## src/rtl/ufi_arb_pkg.sv

```systemverilog
// ----------------------------------------------------------------------------
// ufi_arb_pkg
//   Shared definitions for the UfiBus RAM-port arbiter.
//   - arbState_t : arbiter FSM states (IDLE turnaround, GRANT ownership)
//   - lpVtb/lpAtb/lpMcs : master index assignment on iReq/iBeat/iUrgent/oGnt
// ----------------------------------------------------------------------------
package ufi_arb_pkg;

    typedef enum logic [0:0] {
        IDLE  = 1'b0,
        GRANT = 1'b1
    } arbState_t;

    // Master positions on the request / grant vectors
    localparam int lpVtb = 0;   // video DMA
    localparam int lpAtb = 1;   // audio DMA
    localparam int lpMcs = 2;   // CPU

endpackage

```

## src/rtl/ufi_rr_picker.sv

```systemverilog
// ----------------------------------------------------------------------------
// ufi_rr_picker
//   Combinational rotate-priority encoder. Searches the request vector
//   starting at the position just after iPtr and wrapping around, so the
//   master named by iPtr (the previous winner) has the lowest priority.
//
// Ports
//   iReq  in   pMasterNum  request vector
//   iPtr  in   pIdxW       index of the previous winner
//   oGnt  out  pMasterNum  one-hot winner (zero when no request)
//   oIdx  out  pIdxW       index of the winner (zero when no request)
//   oAny  out  1           at least one request present
// ----------------------------------------------------------------------------
module ufi_rr_picker #(
    parameter int pMasterNum = 3,
    parameter int pIdxW      = 3
) (
    input  logic [pMasterNum-1:0] iReq,
    input  logic [pIdxW-1:0]      iPtr,
    output logic [pMasterNum-1:0] oGnt,
    output logic [pIdxW-1:0]      oIdx,
    output logic                  oAny
);

    always_comb begin
        int  cand;
        logic found;
        oGnt  = '0;
        oIdx  = '0;
        found = 1'b0;
        cand  = 0;
        // Offset runs 1..pMasterNum so the pointer position itself is tried last
        for (int k = 1; k <= pMasterNum; k++) begin
            cand = (int'(iPtr) + k) % pMasterNum;
            if (!found && iReq[cand]) begin
                found      = 1'b1;
                oGnt[cand] = 1'b1;
                oIdx       = pIdxW'(cand);
            end
        end
    end

    assign oAny = |iReq;

endmodule

```

## src/rtl/ufi_bus_arbiter.sv

```systemverilog
// ----------------------------------------------------------------------------
// ufi_bus_arbiter
//   Shares the single UfiBus RAM slave port between Vtb, Atb and Mcs.
//   One master owns the bus at a time; owners are chosen round-robin, an
//   urgent request (lowest index first) overrides the rotation, and every
//   grant is capped at pMaxBurst accepted beats. At least one idle cycle
//   (oGnt=0) separates consecutive grants for bus turnaround.
//
// Ports
//   iUfiClk     in   1             bus clock
//   iUfiRst     in   1             asynchronous reset, active low
//   iReq        in   pMasterNum    per-master request level
//   iBeat       in   pMasterNum    per-master beat strobe
//   iUrgent     in   pMasterNum    per-master urgent flag
//   iSlvRdy     in   1             RAM slave ready
//   iStarveClr  in   1             pulse, clears all starvation flags
//   oGnt        out  pMasterNum    registered one-hot grant
//   oGntId      out  pUfiIdNumber  index of granted master (valid with oBusVd)
//   oBusVd      out  1             grant active
//   oMUfiRdy    out  pMasterNum    per-master ready = oGnt & iSlvRdy
//   oStarve     out  pMasterNum    sticky starvation flags
// ----------------------------------------------------------------------------
module ufi_bus_arbiter
    import ufi_arb_pkg::*;
#(
    parameter int pMasterNum   = 3,
    parameter int pUfiIdNumber = 3,
    parameter int pMaxBurst    = 64,
    parameter int pMinBurst    = 8,
    parameter int pStarveLimit = 1024
) (
    input  logic                    iUfiClk,
    input  logic                    iUfiRst,
    input  logic [pMasterNum-1:0]   iReq,
    input  logic [pMasterNum-1:0]   iBeat,
    input  logic [pMasterNum-1:0]   iUrgent,
    input  logic                    iSlvRdy,
    input  logic                    iStarveClr,
    output logic [pMasterNum-1:0]   oGnt,
    output logic [pUfiIdNumber-1:0] oGntId,
    output logic                    oBusVd,
    output logic [pMasterNum-1:0]   oMUfiRdy,
    output logic [pMasterNum-1:0]   oStarve
);

    localparam int lpBeatW = $clog2(pMaxBurst + 1);
    localparam int lpWaitW = $clog2(pStarveLimit + 1);

    // Saturating increment of the per-grant beat counter
    function automatic logic [lpBeatW-1:0] satIncBeat(input logic [lpBeatW-1:0] cnt,
                                                      input logic inc);
        if (inc && (cnt != lpBeatW'(pMaxBurst)))
            return cnt + lpBeatW'(1);
        return cnt;
    endfunction

    // Saturating increment of a starvation wait counter
    function automatic logic [lpWaitW-1:0] satIncWait(input logic [lpWaitW-1:0] cnt);
        if (cnt != lpWaitW'(pStarveLimit))
            return cnt + lpWaitW'(1);
        return cnt;
    endfunction

    arbState_t                state, stateNext;
    logic [pMasterNum-1:0]    gntNext;
    logic [pUfiIdNumber-1:0]  gntIdNext;
    logic                     busVdNext;
    logic [pUfiIdNumber-1:0]  rrPtr, rrPtrNext;
    logic [lpBeatW-1:0]       beatCnt, beatCntNext, beatInc;

    logic [pMasterNum-1:0]    rrGnt;
    logic [pUfiIdNumber-1:0]  rrIdx;
    logic                     anyReq;

    logic [pMasterNum-1:0]    urgReq;
    logic [pMasterNum-1:0]    urgGnt;
    logic [pUfiIdNumber-1:0]  urgIdx;
    logic                     urgAny;

    logic                     ownReq, ownUrgent, beatAcc, otherUrgent, release_;

    logic [lpWaitW-1:0]       waitCnt  [pMasterNum];
    logic [lpWaitW-1:0]       waitNext [pMasterNum];
    logic [pMasterNum-1:0]    waiting, starveSet, starveNext;

    ufi_rr_picker #(
        .pMasterNum (pMasterNum),
        .pIdxW      (pUfiIdNumber)
    ) uRrPicker (
        .iReq (iReq),
        .iPtr (rrPtr),
        .oGnt (rrGnt),
        .oIdx (rrIdx),
        .oAny (anyReq)
    );

    // Urgent override: lowest-index urgent requester wins outright
    assign urgReq = iReq & iUrgent;

    always_comb begin
        urgGnt = '0;
        urgIdx = '0;
        urgAny = 1'b0;
        for (int i = 0; i < pMasterNum; i++) begin
            if (!urgAny && urgReq[i]) begin
                urgAny    = 1'b1;
                urgGnt[i] = 1'b1;
                urgIdx    = pUfiIdNumber'(i);
            end
        end
    end

    // Owner-relative signals use the one-hot grant as a mask
    assign ownReq      = |(iReq & oGnt);
    assign ownUrgent   = |(iUrgent & oGnt);
    assign beatAcc     = (|(iBeat & oGnt)) & iSlvRdy;
    assign otherUrgent = |(urgReq & ~oGnt);
    assign beatInc     = satIncBeat(beatCnt, beatAcc);

    // Preemption looks at beats already completed before this cycle
    assign release_ = !ownReq
                   || (beatInc == lpBeatW'(pMaxBurst))
                   || (otherUrgent && !ownUrgent && (beatCnt >= lpBeatW'(pMinBurst)));

    always_comb begin
        stateNext   = state;
        gntNext     = oGnt;
        gntIdNext   = oGntId;
        busVdNext   = oBusVd;
        rrPtrNext   = rrPtr;
        beatCntNext = beatCnt;
        unique case (state)
            IDLE: begin
                if (anyReq) begin
                    stateNext   = GRANT;
                    busVdNext   = 1'b1;
                    beatCntNext = '0;
                    if (urgAny) begin
                        gntNext   = urgGnt;
                        gntIdNext = urgIdx;
                        rrPtrNext = urgIdx;
                    end else begin
                        gntNext   = rrGnt;
                        gntIdNext = rrIdx;
                        rrPtrNext = rrIdx;
                    end
                end
            end
            GRANT: begin
                beatCntNext = beatInc;
                if (release_) begin
                    stateNext = IDLE;
                    gntNext   = '0;
                    busVdNext = 1'b0;
                end
            end
            default: begin
                stateNext = IDLE;
                gntNext   = '0;
                busVdNext = 1'b0;
            end
        endcase
    end

    always_ff @(posedge iUfiClk or negedge iUfiRst) begin
        if (!iUfiRst) begin
            state   <= IDLE;
            oGnt    <= '0;
            oGntId  <= '0;
            oBusVd  <= 1'b0;
            rrPtr   <= pUfiIdNumber'(pMasterNum - 1);
            beatCnt <= '0;
        end else begin
            state   <= stateNext;
            oGnt    <= gntNext;
            oGntId  <= gntIdNext;
            oBusVd  <= busVdNext;
            rrPtr   <= rrPtrNext;
            beatCnt <= beatCntNext;
        end
    end

    assign oMUfiRdy = oGnt & {pMasterNum{iSlvRdy}};

    // Starvation: count cycles spent requesting without a grant. The flag is
    // set only on the cycle the counter reaches the limit, so a clear pulse
    // is not immediately overridden by a counter already sitting saturated.
    assign waiting = iReq & ~oGnt;

    always_comb begin
        for (int i = 0; i < pMasterNum; i++) begin
            waitNext[i]  = waiting[i] ? satIncWait(waitCnt[i]) : '0;
            starveSet[i] = waiting[i] && (waitCnt[i] == lpWaitW'(pStarveLimit - 1));
        end
        starveNext = (iStarveClr ? '0 : oStarve) | starveSet;
    end

    always_ff @(posedge iUfiClk or negedge iUfiRst) begin
        if (!iUfiRst) begin
            for (int i = 0; i < pMasterNum; i++)
                waitCnt[i] <= '0;
            oStarve <= '0;
        end else begin
            for (int i = 0; i < pMasterNum; i++)
                waitCnt[i] <= waitNext[i];
            oStarve <= starveNext;
        end
    end

endmodule

```

## config.mk

```make
export PLATFORM = sky130hd
export DESIGN_NAME = ufi_bus_arbiter
export DESIGN_NICKNAME = d
export VERILOG_FILES = /design/src/rtl/ufi_arb_pkg.sv /design/src/rtl/ufi_rr_picker.sv /design/src/rtl/ufi_bus_arbiter.sv
export SDC_FILE = /design/constraint.sdc
export NUM_CORES = 1
export LEC_CHECK = 0
export CAP_MARGIN = 5
export CORE_MARGIN = 8
export CORE_UTILIZATION = 60
export CTS_BUF_LIST = sky130_fd_sc_hd__clkbuf_8 sky130_fd_sc_hd__clkbuf_16
export DETAILED_ROUTE_END_ITERATION = 8
export GPL_ROUTABILITY_DRIVEN = 0
export PLACE_DENSITY = 0.81
export REMOVE_ABC_BUFFERS = 1
export SETUP_SLACK_MARGIN = 0.1
export SLEW_MARGIN = 5
export SYNTH_ARGS = -nofsm -noshare
export SYNTH_HDL_FRONTEND = slang
export SYNTH_HIERARCHICAL = 1
export SYNTH_SLANG_ARGS = --single-unit
```

## constraint.sdc

```tcl
create_clock -name iUfiClk -period 10.16 [get_ports iUfiClk]
set_input_delay 2.032 -clock iUfiClk [delete_from_list [all_inputs] [get_ports iUfiClk]]
set_output_delay 2.032 -clock iUfiClk [all_outputs]
set_load 0.01 [all_outputs]
```

Word-level counts from Yosys, hierarchy flattened
Index checks and enable logic that the tools add are counted.
Cells by class
  add/subtract/negate cells: 7
  div/mod/pow operators: 3
  $lt $le $gt $ge: 7
  equal/unequal tests: 13
  multiplexer cells: 59
  bitwise gates (word level): 13
  reduce and logical (&&, ||, !) cells: 28
Operators with widths (count)
  $mux W11: 9
  $ge A32 B1 Y1 const B: 3
  $lt A32 B4 Y1 const B: 3
  $mod A32 B3 Y32 const B: 3
  $mux W3: 12
  $add A11 B1 Y11 const B: 3
  $eq A11 B10 Y1 const B: 3
  $ne A11 B11 Y1 const B: 3
  $mux W1: 25
  $and A3 B3 Y3: 7
  $mux W7: 3
  $reduce_or A3 Y1: 5
  $pmux W7 S2: 1
  $logic_and A1 B1 Y1: 13
  $or A3 B3 Y3: 3
  $add A3 B2 Y4 const B: 2
  $ne A2 B1 Y1 const B: 4
  $add A7 B1 Y7 const B: 1
  $eq A7 B7 Y1 const B: 1
  $ge A7 B4 Y1 const B: 1
  $ne A7 B7 Y1 const B: 1
  $bmux W1 S2: 3
  $demux W1 S2: 3
  $logic_not A1 Y1: 6
  9 further kinds: 12
Storage, ports and cells
  register bits: 54
  input port bits: 13
  output and inout port bits: 13
  logic and storage cells: 140

Longest topological paths before layout
Gate-level depths: netlist of run 1.
  word-level depth: 15
  mapped depth: 22
  mapped depth without buffers: 21

Cells and area by module
The synthesis of run 1 kept the hierarchy.
By module, submodules not included
  ufi_bus_arbiter: instances 1, cells an instance 312, area an instance 2851.5 um^2, seq. area each 1302.5 um^2
  ufi_rr_picker: instances 1, cells an instance 187, area an instance 1315.0 um^2, seq. area each 0.0 um^2

Worst setup path before layout of run 1
Ideal clock, no wire load.
  path kind: reg-to-reg
  start: register, netlist name oGntId[0]
  end: register oGnt[0]
  library setup time: 77 ps
  data arrival time: 4539 ps
  required time: 10083 ps
  setup slack: 5545 ps
  cell stages (with the launch flop): 20
  path buffers: 2
  clock period less this slack: 4615 ps
  path through: dfrtp_1 -> clkbuf_1 -> clkbuf_1 -> inv_1 -> ha_1 -> ha_1 -> ha_1 -> a31oi_4 -> nand3_1 -> and2_1 -> ha_1 -> or3_4 -> o31ai_4 -> nand3_2 -> or3_1 -> o211ai_1 -> nand3_1 -> a311oi_1 -> a41oi_1 -> o21ai_1
RTL lines
  end signal, assigned: RTL line ufi_bus_arbiter.sv:175  | oGnt <= gntNext;
  end, declared: RTL line ufi_bus_arbiter.sv:39  | output logic [pMasterNum-1:0] oGnt,

Worst setup path after layout of run 1
  start: input iSlvRdy
  end: output oMUfiRdy[1]
Between the ends
  cells in the longest elaborated chain, start to end: 1
Ends and longest elaborated chain
  start, declared: RTL line ufi_bus_arbiter.sv:37  | input logic iSlvRdy,
  $and A3 B3 Y3: RTL line ufi_bus_arbiter.sv:183  | assign oMUfiRdy = oGnt & {pMasterNum{iSlvRdy}};
  end, declared: RTL line ufi_bus_arbiter.sv:42  | output logic [pMasterNum-1:0] oMUfiRdy,
Every way passes these cells.

==> results of run 1 <==
==> cell type report <==
cell class / count / share of cell area, %
flip-flops and latches: 52 / 28.5
inverters: 33 / 2.71
clock buffers: 5 / 1.51
well taps: 80 / 2.19
repair buffers: 27 / 5.70
multi-input cells: 398 / 58.4
clock inverters: 3 / 0.931
==> path summary, 6_finish.rpt <==
path | from | end
worst max register to register | rrPtr[1] | oGnt[0]
worst max-delay path | iSlvRdy | oMUfiRdy[1]
max in group asynchronous | iUfiRst | oGnt[1]
worst min register to register | waitCnt[10] | oStarve[2]
min in group asynchronous | iUfiRst | waitCnt[6]
worst min-delay path | waitCnt[10] | oStarve[2]
==> cell usage after synthesis (all sizes together), types with 5 or more instances <==
master	instances	area, um^2
nor2	56	210
nand2b	10	62.6
and2	6	37.5
buf	6	32.5
nor3	9	45.0
xor2	26	228
o211ai	6	45.0
inv	33	124
a21oi	17	85.1
nand3	29	150
o31ai	5	51.3
mux2i	8	80.1
nand2	53	199
and3	14	87.6
nand4	6	43.8
or3	6	42.5
o21ai	13	68.8
clkbuf	10	37.5
o22ai	9	56.3
xnor2	15	131
mux2	5	56.3
a31oi	11	83.8
dfrtp	51	1280
ha	28	350
nor3b	6	45.0
==> power by group through the flow <==
stage | clock (mW) | combinational (mW) | sequential (mW)
6_report | 0.143 | 1.02 | 0.284
5_1_grt | 0.155 | 1.14 | 0.291
4_1_cts | 0.146 | 1.01 | 0.284
3_5_place_dp | 0 | 1.00 | 0.287
3_3_place_gp | 0 | 0.967 | 0.286
2_1_floorplan | 0 | 0.783 | 0.288
==> critical path: cells and delay by family <==
kind | cells | cell delay [ns]
buffers and inverters | 3 | 1.18
and+or+nand+nor | 1 | 0.10
==> metrics by stage <==
stage	cell area, um^2	std cells	hold slack, ns	setup WS [ns]
6_report	4570	598	0.532	4.81
2_1_floorplan	4100	483	0.481	5.60
5_1_grt	4570	598	0.554	4.70
3_5_place_dp	4460	590	0.521	4.81
4_1_cts	4570	598	0.533	4.79
3_3_place_gp	4460	590	0.504	4.84
==> metal layers <==
layer	wire length, um	global-route usage [%]	part of all wire (%)	vias to the layer above
met4	97	6.29	1.1	0
li1	-	-	-	1823
met5	0	0	0	-
met2	4220	31.4	47	81
met3	372	3.42	4.1	11
met1	4310	24.8	48	1732
==> cell families after synthesis <==
logic type | after synthesis | share of synthesized area [%]
AND/OR/NAND/NOR | 215 | 25.9
AO/OA/AOI/OAI | 101 | 17.9
flip-flops | 52 | 31.3
buffers and inverters | 49 | 4.65
XOR/XNOR | 41 | 8.62
adder cells (fa/ha/maj) | 28 | 8.41
multiplexers | 13 | 3.27
==> placed cells by master (no fill, tap or decap), types with 10 or more instances in the layout <==
| master | Yosys | final |
|---|---|---|
| a21oi_1 | 17 | 17 |
| a31oi_1 | 10 | 10 |
| and3_1 | 14 | 14 |
| clkdlybuf4s50_1 | 0 | 24 |
| dfrtp_1 | 51 | 51 |
| ha_1 | 28 | 28 |
| inv_1 | 31 | 32 |
| nand2_1 | 53 | 53 |
| nand2b_1 | 10 | 10 |
| nand3_1 | 28 | 28 |
| nor2_1 | 56 | 56 |
| xnor2_1 | 15 | 15 |
| xor2_1 | 26 | 26 |
==> flip-flops by register name (all words and copies together), names as in the netlist <==
register,cells
waitCnt,33
beatCnt,7
oGntId,3
oGnt,3
oStarve,3
oBusVd,1
rrPtr,1
state,1
==> results.ini, run 1 <==
[outcome]
status=complete, no violations

[pwr]
p_sw_mw=0.715
p_leak_nw=1.97
p_total_mw=1.45
seq_power_share_pct=19.6
p_sw_share_pct=49.3
p_comb_share_pct=70.5
ir_worst_vdd_mv=0.281
pwr-share-clk_pct=9.9
p_per_area_nw_per_um2=318
p_int_mw=0.736

[final_layout]
layout-drive-gt1-share_pct=5.41
final-seq-area_um2=1300
fillCellCount=556
multi_input_area_um2=2670
antennaDiodeCount=0
fin_util_pct=67.6
area_delta_synth_final_pct=9.64
final_nets=558

[routing]
drt_pass1_iterations=5
drc_errors=0
drt-vias-per-instance=6.10
num_vias=3647
antenna_left=0
wire_per_inst_um=15.1
drtIter0Drc=241
wl_um=9000

[global_routing]
grt_max_degree=53
grt_antenna_before_repair=0
grt_pass1_vias=3622
track_usage_pct=19.1
grt_pass1_wl_um=16000
grt-ovfl-total=0

[worst_setup_path]
cp_slowest_cell=clkdlybuf4s50_1
crit_top_cell=clkdlybuf4s50_1
end_kind=output port
required_ns=8.13
path_cells=clkdlybuf4s50_1 -> inv_1 -> nor2_1 -> clkdlybuf4s50_1
ff2ff_path_depth=17
slowest_delay_ns=0.54
reg2reg_slack_ns=5.35
cp_max_fo=5
crit_type=input pin to output port
startpoint_type=input pin
arrival_ns=3.32

[logic_synthesis]
syn-cell-area_um2=4170
syn_inst=499
yosys_register_bits=52
synth_area_per_cell_um2=8.35
synth_edf_count=0
synth_cell_types=65
synth-warning-count=6
ys.flop_type=dfrtp_1
synthArstFlopShare_pct=100
yosysSeqAreaShare_pct=31.3

[timing]
max_freq_mhz=187
post-route-min-period_ns=5.35
post-route-period-util_pct=52.7
worstMarginPinSlew_ns=0.865
finClkSkew_ns=0.0142
setup_violations=0
slew_violations=0
setup_tns_ns=0
maxSlewHeadroom_pct=42.1
hold_violations=0
rsz0062_at_grt=no

[die]
initial_utilization_pct=61.7
core_area_um2=6760
io_pins=26
row_count=30
die_w_um=99.3
fp.dieArea_um2=9870
die_h_um=99.3

[clocking]
cts_tree=built
clkSlewWorstSetupHoldPaths_ns=0.10
cts_buffer_depth=2
root_buffer=clkbuf_8
post-cts-setup-buffers=0
clock_latency_ns=0.31
cts_buffers=5
cts_num_sinks=52
h-tree-depth=2
ctsResizeCount=0
ctsHoldBuffers=0

[min_path]
hp-class=register to register
whs_path_depth=1

[place]
portBuffers=25
dp_hpwl_um=6680

[job]
max-cap-violations=0

Power figures use the tool's default switching activity.
==> inputs of run 2 (changes only) <==
==> constraint.sdc (replaced) <==
create_clock -name iUfiClk -period 5 [get_ports iUfiClk]
set_input_delay 1 -clock iUfiClk [delete_from_list [all_inputs] [get_ports iUfiClk]]
set_output_delay 1 -clock iUfiClk [all_outputs]
set_load 0.01 [all_outputs]
==> results.ini, run 2 (synthesis results as in run 1) <==
[final_layout]
area_delta_synth_final_pct=10.2  ; was 9.64%
postLayoutCellArea_um2=4590  ; was 4570 um^2
layout_common_cells=nor2_1, nand2_1, dfrtp_1  ; unchanged
top_register=waitCnt  ; unchanged
antennaDiodeCount=0  ; unchanged
final_common_cell=nor2_1  ; unchanged
largest_reg_flops=33  ; unchanged
fin_util_pct=68.0  ; was 67.6%
layout-drive-gt1-share_pct=6.15  ; was 5.41%
reg_top3=waitCnt (33), beatCnt (7)  ; unchanged
final_nets=560  ; was 558

[worst_setup_path]
required_ns=5.24  ; was 8.13 ns
cp_max_fo=9  ; was 5
r2r-end=oGnt[0]  ; unchanged
end_kind=register  ; was output port
ff2ff_path_depth=18  ; was 17
reg2reg_slack_ns=0.45  ; was 5.35 ns
arrival_ns=4.80  ; was 3.32 ns
startpoint_type=register  ; was input pin
crit_type=register to register  ; was input pin to output port
r2r_start=rrPtr[1]  ; unchanged

[timing]
maxSlewHeadroom_pct=54.8  ; was 42.1%
setup_violations=0  ; unchanged
slew_violations=0  ; unchanged
finClkSkew_ns=0.00756  ; was 0.0142 ns
worstMarginPinSlew_ns=0.678  ; was 0.865 ns
post-route-period-util_pct=91.1
setup_ws_ns=0.446  ; was 4.81 ns
post-route-min-period_ns=4.55
rsz0062_at_grt=no  ; unchanged
setup_tns_ns=0  ; unchanged
hold_violations=0  ; unchanged
max_freq_mhz=220

[die]
io_pins=26  ; unchanged
core_area_um2=6760  ; unchanged
fp.dieArea_um2=9870  ; unchanged
die_w_um=99.3  ; unchanged
die_h_um=99.3  ; unchanged
row_count=30  ; unchanged
initial_utilization_pct=61.7  ; unchanged

[global_routing]
grt-ovfl-total=0  ; unchanged
grt_max_degree=44  ; was 53
grt_antenna_before_repair=0  ; unchanged
grt_pass1_wl_um=16000  ; about the same
track_usage_pct=19.2  ; was 19.1%
grt_pass1_vias=3567  ; was 3622

[routing]
num_vias=3725  ; was 3647
drtIter0Drc=169  ; was 241
drc_errors=0  ; unchanged
drt_pass1_iterations=5  ; unchanged
antenna_left=0  ; unchanged
wire_per_inst_um=15.4  ; was 15.1 um
wl_um=9230  ; was 9000 um
drt-vias-per-instance=6.21  ; was 6.10

[outcome]
status=complete, no violations  ; unchanged

[clocking]
ctsHoldBuffers=0  ; unchanged
clkSlewWorstSetupHoldPaths_ns=0.10  ; about the same
clock_latency_ns=0.31  ; about the same
cts_num_sinks=52  ; unchanged
cts_buffers=5  ; unchanged
cts_tree=built  ; unchanged
cts_buffer_depth=2  ; unchanged
root_buffer=clkbuf_8  ; unchanged
h-tree-depth=2  ; unchanged

[place]
place_area_um2=4460  ; unchanged
portBuffers=25  ; unchanged
dp_hpwl_um=6810  ; was 6680 um
dp_slack_ns=0.328  ; was 4.81 ns

[pwr]
ir_worst_vdd_mv=0.679  ; was 0.281 mV
p_leak_nw=1.98  ; was 1.97 nW
p_per_area_nw_per_um2=651  ; was 318 nW/um^2

[min_path]
hp-class=input pin to async pin  ; was register to register

[job]
max-cap-violations=0  ; unchanged

[run 2: report_power, final]
group	internal [mW]	switching, mW
Sequential	0.479	0.0940
Clock	0.149	0.145
Combinational	0.893	1.23
[run 2: layout make-up]
type | count | area [um^2]
multi-input cells | 398 | 2680
fillers | 546 | 2160
flip-flops and latches | 52 | 1300
repair buffers | 29 | 275
inverters | 33 | 124
well taps | 80 | 100
clock buffers | 5 | 68.8
clock inverters | 3 | 42.5
[run 2: critical path, stage by stage (launching register included)]
cell and delay (ns):
dfstp_2 0.64, ha_1 0.24, xnor2_1 0.23, a21oi_1 0.09
ha_1 0.25, ha_1 0.25, a31oi_4 0.22, nand3_1 0.18
and2_1 0.22, ha_1 0.26, or3_4 0.42, o31ai_4 0.31
nand3_2 0.16, or3_1 0.38, o211ai_1 0.10, nand3_1 0.09
a311oi_1 0.28, a41oi_1 0.07, o21ai_1 0.11
[run 2: worst max path at each step]
stage                     slack (ns)      end  startpoint  depth (start not counted)
after global placement          0.57  oGnt[0]    rrPtr[1]                         17
after floorplan                 0.44  oGnt[0]   oGntId[0]                         18
after detailed placement        0.33  oGnt[0]    rrPtr[1]                         17
after global routing            0.13  oGnt[0]    rrPtr[1]                         18
final                           0.45  oGnt[0]    rrPtr[1]                         18
after CTS                       0.30  oGnt[0]    rrPtr[1]                         17
[run 2: layer usage]
layer / share of wire, % / global-route usage [%]
met1: 47 / 25.5
met2: 46 / 30.3
met3: 6.1 / 4.05
met4: 1.3 / 6.52
met5: 0 / 0
[run 2: what timing repair did]
action,4_1_cts,5_1_grt
endpoints found under the setup margin,0,2
buffers inserted,0,2
gates resized for setup,0,2
[run 2: through the flow]
stage | total power, mW | instances | hold WS, ns
floorplan | 2.18 | 483 | 0.481
global placement | 2.56 | 590 | 0.504
detailed placement | 2.62 | 590 | 0.514
CTS | 2.93 | 598 | 0.531
global route | 3.25 | 600 | 0.530
finish | 2.99 | 600 | 0.528
